<file path="config.mk">
export PLATFORM = sky130hd
export DESIGN_NAME = forward_ctrl
export DESIGN_NICKNAME = d
export VERILOG_FILES = /design/src/rtl/forward_ctrl.sv
export SDC_FILE = /design/constraint.sdc
export NUM_CORES = 1
export LEC_CHECK = 0
export BUFFER_PORTS_ARGS = -buffer_cell sky130_fd_sc_hd__buf_2
export CORE_ASPECT_RATIO = 0.6
export CORE_MARGIN = 4
export CORE_UTILIZATION = 25
export DETAILED_ROUTE_END_ITERATION = 8
export PLACE_DENSITY = 0.53
export SLEW_MARGIN = 10
export SYNTH_ARGS = -nofsm -noshare
export SYNTH_HDL_FRONTEND = slang
export SYNTH_SLANG_ARGS = --single-unit
</file>
<file path="constraint.sdc">
create_clock -name clk -period 1.7 [get_ports clk]
set_input_delay 0.255 -clock clk [delete_from_list [all_inputs] [get_ports clk]]
set_output_delay 0.255 -clock clk [all_outputs]
set_load 0.02 [all_outputs]
</file>
<file path="src/rtl/forward_ctrl.sv">
// EX-stage operand forwarding select and load-use stall detection for a 5-stage pipeline.
// Optional saturating statistics counters are enabled by defining FWD_STATS_EN.
module forward_ctrl #(
  parameter int REG_ADDR_W = 5,
  parameter int ZERO_REG   = 31,
  parameter int CNT_W      = 32
) (
  input  logic                  clk,
  input  logic                  reset,
  input  logic                  id_valid,
  input  logic [REG_ADDR_W-1:0] id_rn,
  input  logic [REG_ADDR_W-1:0] id_rm,
  input  logic [REG_ADDR_W-1:0] id_rd,
  input  logic                  id_reg_write,
  input  logic                  id_mem_read,
  input  logic                  flush,
  output logic                  stall,
  output logic [1:0]            fwd_a_sel,
  output logic [1:0]            fwd_b_sel,
  output logic [CNT_W-1:0]      fwd_count,
  output logic [CNT_W-1:0]      stall_count
);

  localparam logic [REG_ADDR_W-1:0] ZR = REG_ADDR_W'(ZERO_REG);
  localparam logic [1:0] SEL_RF  = 2'b00;
  localparam logic [1:0] SEL_MEM = 2'b01;
  localparam logic [1:0] SEL_WB  = 2'b10;

  // Only the EX and MEM slots are ever consulted: the sel is latched as the
  // instruction enters EX, so the MEM slot is what becomes MEM/WB. A load's
  // mem_read flag is irrelevant once it has left EX.
  logic [REG_ADDR_W-1:0] ex_rd_q, ex_rd_d, mem_rd_q;
  logic                  ex_rw_q, ex_rw_d, mem_rw_q;
  logic                  ex_mr_q, ex_mr_d;
  logic [1:0]            sel_a_q, sel_a_d, sel_b_q, sel_b_d;
  logic                  id_bubble;

  function automatic logic [1:0] src_sel(
    input logic [REG_ADDR_W-1:0] s,
    input logic                  ex_rw,
    input logic [REG_ADDR_W-1:0] ex_rd,
    input logic                  mem_rw,
    input logic [REG_ADDR_W-1:0] mem_rd
  );
    logic [1:0] r;
    r = SEL_RF;
    if (s != ZR) begin
      if (ex_rw && (ex_rd == s))        r = SEL_MEM;
      else if (mem_rw && (mem_rd == s)) r = SEL_WB;
    end
    return r;
  endfunction

  always_comb begin
    stall = id_valid && ex_mr_q && ex_rw_q && (ex_rd_q != ZR) &&
            ((ex_rd_q == id_rn) || (ex_rd_q == id_rm));
    id_bubble = !id_valid || stall || flush;
    ex_rd_d = ZR;
    ex_rw_d = 1'b0;
    ex_mr_d = 1'b0;
    sel_a_d = SEL_RF;
    sel_b_d = SEL_RF;
    if (!id_bubble) begin
      ex_rd_d = id_rd;
      ex_rw_d = id_reg_write;
      ex_mr_d = id_mem_read;
      sel_a_d = src_sel(id_rn, ex_rw_q, ex_rd_q, mem_rw_q, mem_rd_q);
      sel_b_d = src_sel(id_rm, ex_rw_q, ex_rd_q, mem_rw_q, mem_rd_q);
    end
  end

  always_ff @(posedge clk) begin
    if (reset) begin
      ex_rd_q  <= ZR;
      ex_rw_q  <= 1'b0;
      ex_mr_q  <= 1'b0;
      mem_rd_q <= ZR;
      mem_rw_q <= 1'b0;
      sel_a_q  <= SEL_RF;
      sel_b_q  <= SEL_RF;
    end else begin
      ex_rd_q  <= ex_rd_d;
      ex_rw_q  <= ex_rw_d;
      ex_mr_q  <= ex_mr_d;
      mem_rd_q <= ex_rd_q;
      mem_rw_q <= ex_rw_q;
      sel_a_q  <= sel_a_d;
      sel_b_q  <= sel_b_d;
    end
  end

  assign fwd_a_sel = sel_a_q;
  assign fwd_b_sel = sel_b_q;

`ifdef FWD_STATS_EN
  logic [CNT_W-1:0] fwd_cnt_q, fwd_cnt_d, stall_cnt_q, stall_cnt_d;
  logic [1:0]       fwd_inc;
  logic [CNT_W:0]   fwd_sum, stall_sum;

  // Extra top bit catches the carry so the counters stick at all-ones.
  always_comb begin
    fwd_inc     = {1'b0, (sel_a_d != SEL_RF)} + {1'b0, (sel_b_d != SEL_RF)};
    fwd_sum     = {1'b0, fwd_cnt_q} + {{(CNT_W-1){1'b0}}, fwd_inc};
    stall_sum   = {1'b0, stall_cnt_q} + {{CNT_W{1'b0}}, stall};
    fwd_cnt_d   = fwd_sum[CNT_W]   ? {CNT_W{1'b1}} : fwd_sum[CNT_W-1:0];
    stall_cnt_d = stall_sum[CNT_W] ? {CNT_W{1'b1}} : stall_sum[CNT_W-1:0];
  end

  always_ff @(posedge clk) begin
    if (reset) begin
      fwd_cnt_q   <= '0;
      stall_cnt_q <= '0;
    end else begin
      fwd_cnt_q   <= fwd_cnt_d;
      stall_cnt_q <= stall_cnt_d;
    end
  end

  assign fwd_count   = fwd_cnt_q;
  assign stall_count = stall_cnt_q;
`else
  assign fwd_count   = '0;
  assign stall_count = '0;
`endif

endmodule

</file>
==> reports/results.tsv <==
metric	value	unit
run status	finished, violations left	
violated checks	setup timing	
number of global-route vias before repair	709	
WL/cell	10.2	um
YS warnings	0	
Placer Congestion	0.812	
count of buffers from port buffering	25	
largest vdd supply drop	282	uV
ratio of cells with drive above 1 in the final layout	0.274	
number of DRC markers in iteration 0	55	
slowest stage cell, crit path	sky130_fd_sc_hd__dfxtp_2	
Clk pin slew, worst setup/hold paths	60	ps
multi-input logic area	649	um2
Register-to-Register Path Depth	7	
endpoint arrival time on the critical path	1460	ps
pre-CTS setup slack	100	ps
final standard cell area without fillers	0.00130	mm2
Final Setup Violations	1	
die outline area	0.00620	mm2
Clock Sinks	17	
effective utilization at floorplan	0.265	
chip width	99.0	um
number of cell rows	19	
synthesized area divided by synthesized cell count	8.75	um2
number of max-slew violations in the final report	0	
overall via count from detail_route	789	
post-DP HPWL	2100	um
area overhead of the layout relative to synthesis	4.83	%
Final Hold Vio Count	0	
CP cell instances	xor2_1 -> nor3_1 -> nand3_1 -> a21oi_2 -> buf_6	
flip-flop and latch count after synthesis	17	
number of instances in the synthesized netlist	142	
hold path depth	2	
largest clock skew in the final design	5.57	ps
total cell area at the placement stage	0.00121	mm2
P per Cell Area	702	mW/mm2
CP max stage delay	330	ps
endpoint required time on the critical path	1440	ps
slack of the critical path	-14.5	ps
Detailed Route WL	2430	um
Cell variety after synth	21	
Mapped Area	0.00124	mm2
number of H-tree levels	1	
DRC Markers	0	
number of detailed-routing iterations run before antenna repair	4	
Tot GR Track Use	0.0726	
TritonCTS clock tree	yes	
post-layout net count	197	
share of flip-flops with an asynchronous set or reset	0	
maximum operating frequency	0.583	GHz
number of enable flip-flop cells after synthesis	0	
remaining global-route overflow	0	
final worst-path cycle share	1.01	
Crit Path Class	register to primary output	
Max Cap Viol	0	
crit start category	register	
wire length of the first global-routing pass	3530	um
antenna fix cells	0	
shortest clock period the worst path allows after layout	1710	ps
leakage power figure	0.000613	uW
DIE HEIGHT	62.6	um
Via-to-Cell Ratio	3.32	
Inserted Clock Buffers	3	
Filler Cell Count	527	
Max Fanout on Critical Path	3	
Reg area	349	um2
element type at the critical path end	primary output	
share of the yosys chip area belonging to registers	0.274	
maximum buffer depth of the clock tree	2	
largest net degree at the start of global routing	10	
Core Area	0.00468	mm2
worst hold-check path type	input port to register	
clock latency on the worst-skew pair	250	ps
cts-stage hold buffer count	0	
unrepaired setup endpoints after global routing	true	
Top Ports	90	
final antenna-violating net count	0	
CTS Root Cell	sky130_fd_sc_hd__clkbuf_8	
number of antenna violations at the first check in global routing	0	
main flop type after synthesis	sky130_fd_sc_hd__dfxtp_1	
-- registers in the layout, indices dropped and copies added (netlist names) --
register,count
fwd_a_sel,2
ex_mr_q,1
ex_rw_q,1
mem_rw_q,1
fwd_b_sel,2
mem_rd_q,5
ex_rd_q,5
-- path summary, 6_finish.rpt --
kind,from,to,slack [ps]
min reg2reg,mem_rw_q,fwd_b_sel[1],470
max,ex_rd_q[3],stall,-10
min,id_rd[3],ex_rd_q[3],190
max reg2reg,ex_rd_q[2],ex_rd_q[4],20
-- cell usage in the layout (no fill, tap or decap), drive strengths merged, types with 4 or more instances in the layout --
cell type  netlist  routed
buf             65      31
clkbuf           0       4
conb             1      64
dfxtp           17      17
nand3            6       6
nor2             4       4
nor4             4       4
or2              5       5
or3              5       5
xnor2            6       6
xor2            14      14
-- per-stage QoR --
| stage | hold slack, ps | power, uW | instances | TNS, ps | utilization |
|---|---|---|---|---|---|
| after floorplan | 322 | 693 | 205 | 0 | - |
| after global placement | 448 | 625 | 230 | 0 | 0.258 |
| after detailed placement | 444 | 623 | 230 | 0 | 0.258 |
| after CTS | 186 | 916 | 237 | -35.8 | 0.275 |
| after global routing | 192 | 962 | 238 | -207 | 0.278 |
| final | 191 | 915 | 238 | -14.5 | 0.278 |
-- cell usage after synthesis, drive strengths merged (2+ instances only) --
library cell | instances | area [um2]
and3 | 2 | 12.5
buf | 65 | 492
dfxtp | 17 | 340
nand2 | 2 | 7.51
nand3 | 6 | 30.0
nand4 | 2 | 12.5
nor2 | 4 | 15.0
nor3 | 2 | 10.0
nor3b | 2 | 15.0
nor4 | 4 | 25.0
nor4b | 2 | 17.5
or2 | 5 | 31.3
or3 | 5 | 33.8
xnor2 | 6 | 52.6
xor2 | 14 | 123
-- report_power, final --
part	leakage [uW]	switching [uW]	internal, uW	total (uW)
combinational	0.000453	166	43.2	209
sequential	0.000136	6.98	405	412
clock	0.0000228	128	166	294
total	0.000613	301	614	915
-- critical path, delay by kind of cell, from the launching register on --
kind	cells	cell delay (ps)
buf+inv	1	150
compound gates	1	230
simple gates	2	370
flops	1	330
xor+xnor	1	140
-- cells by family after synthesis --
kind of cell,after synthesis,synth area share
compound gates,2,0.0141
xor+xnor,20,0.141
buf+inv,66,0.399
flops,17,0.274
other cells,1,0.00302
simple gates,36,0.169
-- per-layer routing --
layer  vias to the layer above  wire length, um  track usage
met2                        50             1020       0.0886
met5                         -                0            0
li1                        400                -            -
met3                         2              221       0.0346
met1                       337             1180        0.113
met4                         0                6       0.0102
-- layout make-up --
class                           count  area share
Clock buffer                        4      0.0346
Inverter                            1     0.00288
Multi-Input combinational cell    122       0.499
Sequential cell                    17       0.268
Tap cell                           63      0.0605
Timing Repair Buffer               31       0.135
-- what timing repair did --
item                       CTS  global route
pin swaps                    6             4
setup endpoints to repair    1             3
setup buffers                3             1
resized for setup            7             2
Power figures use the tool's default switching activity.
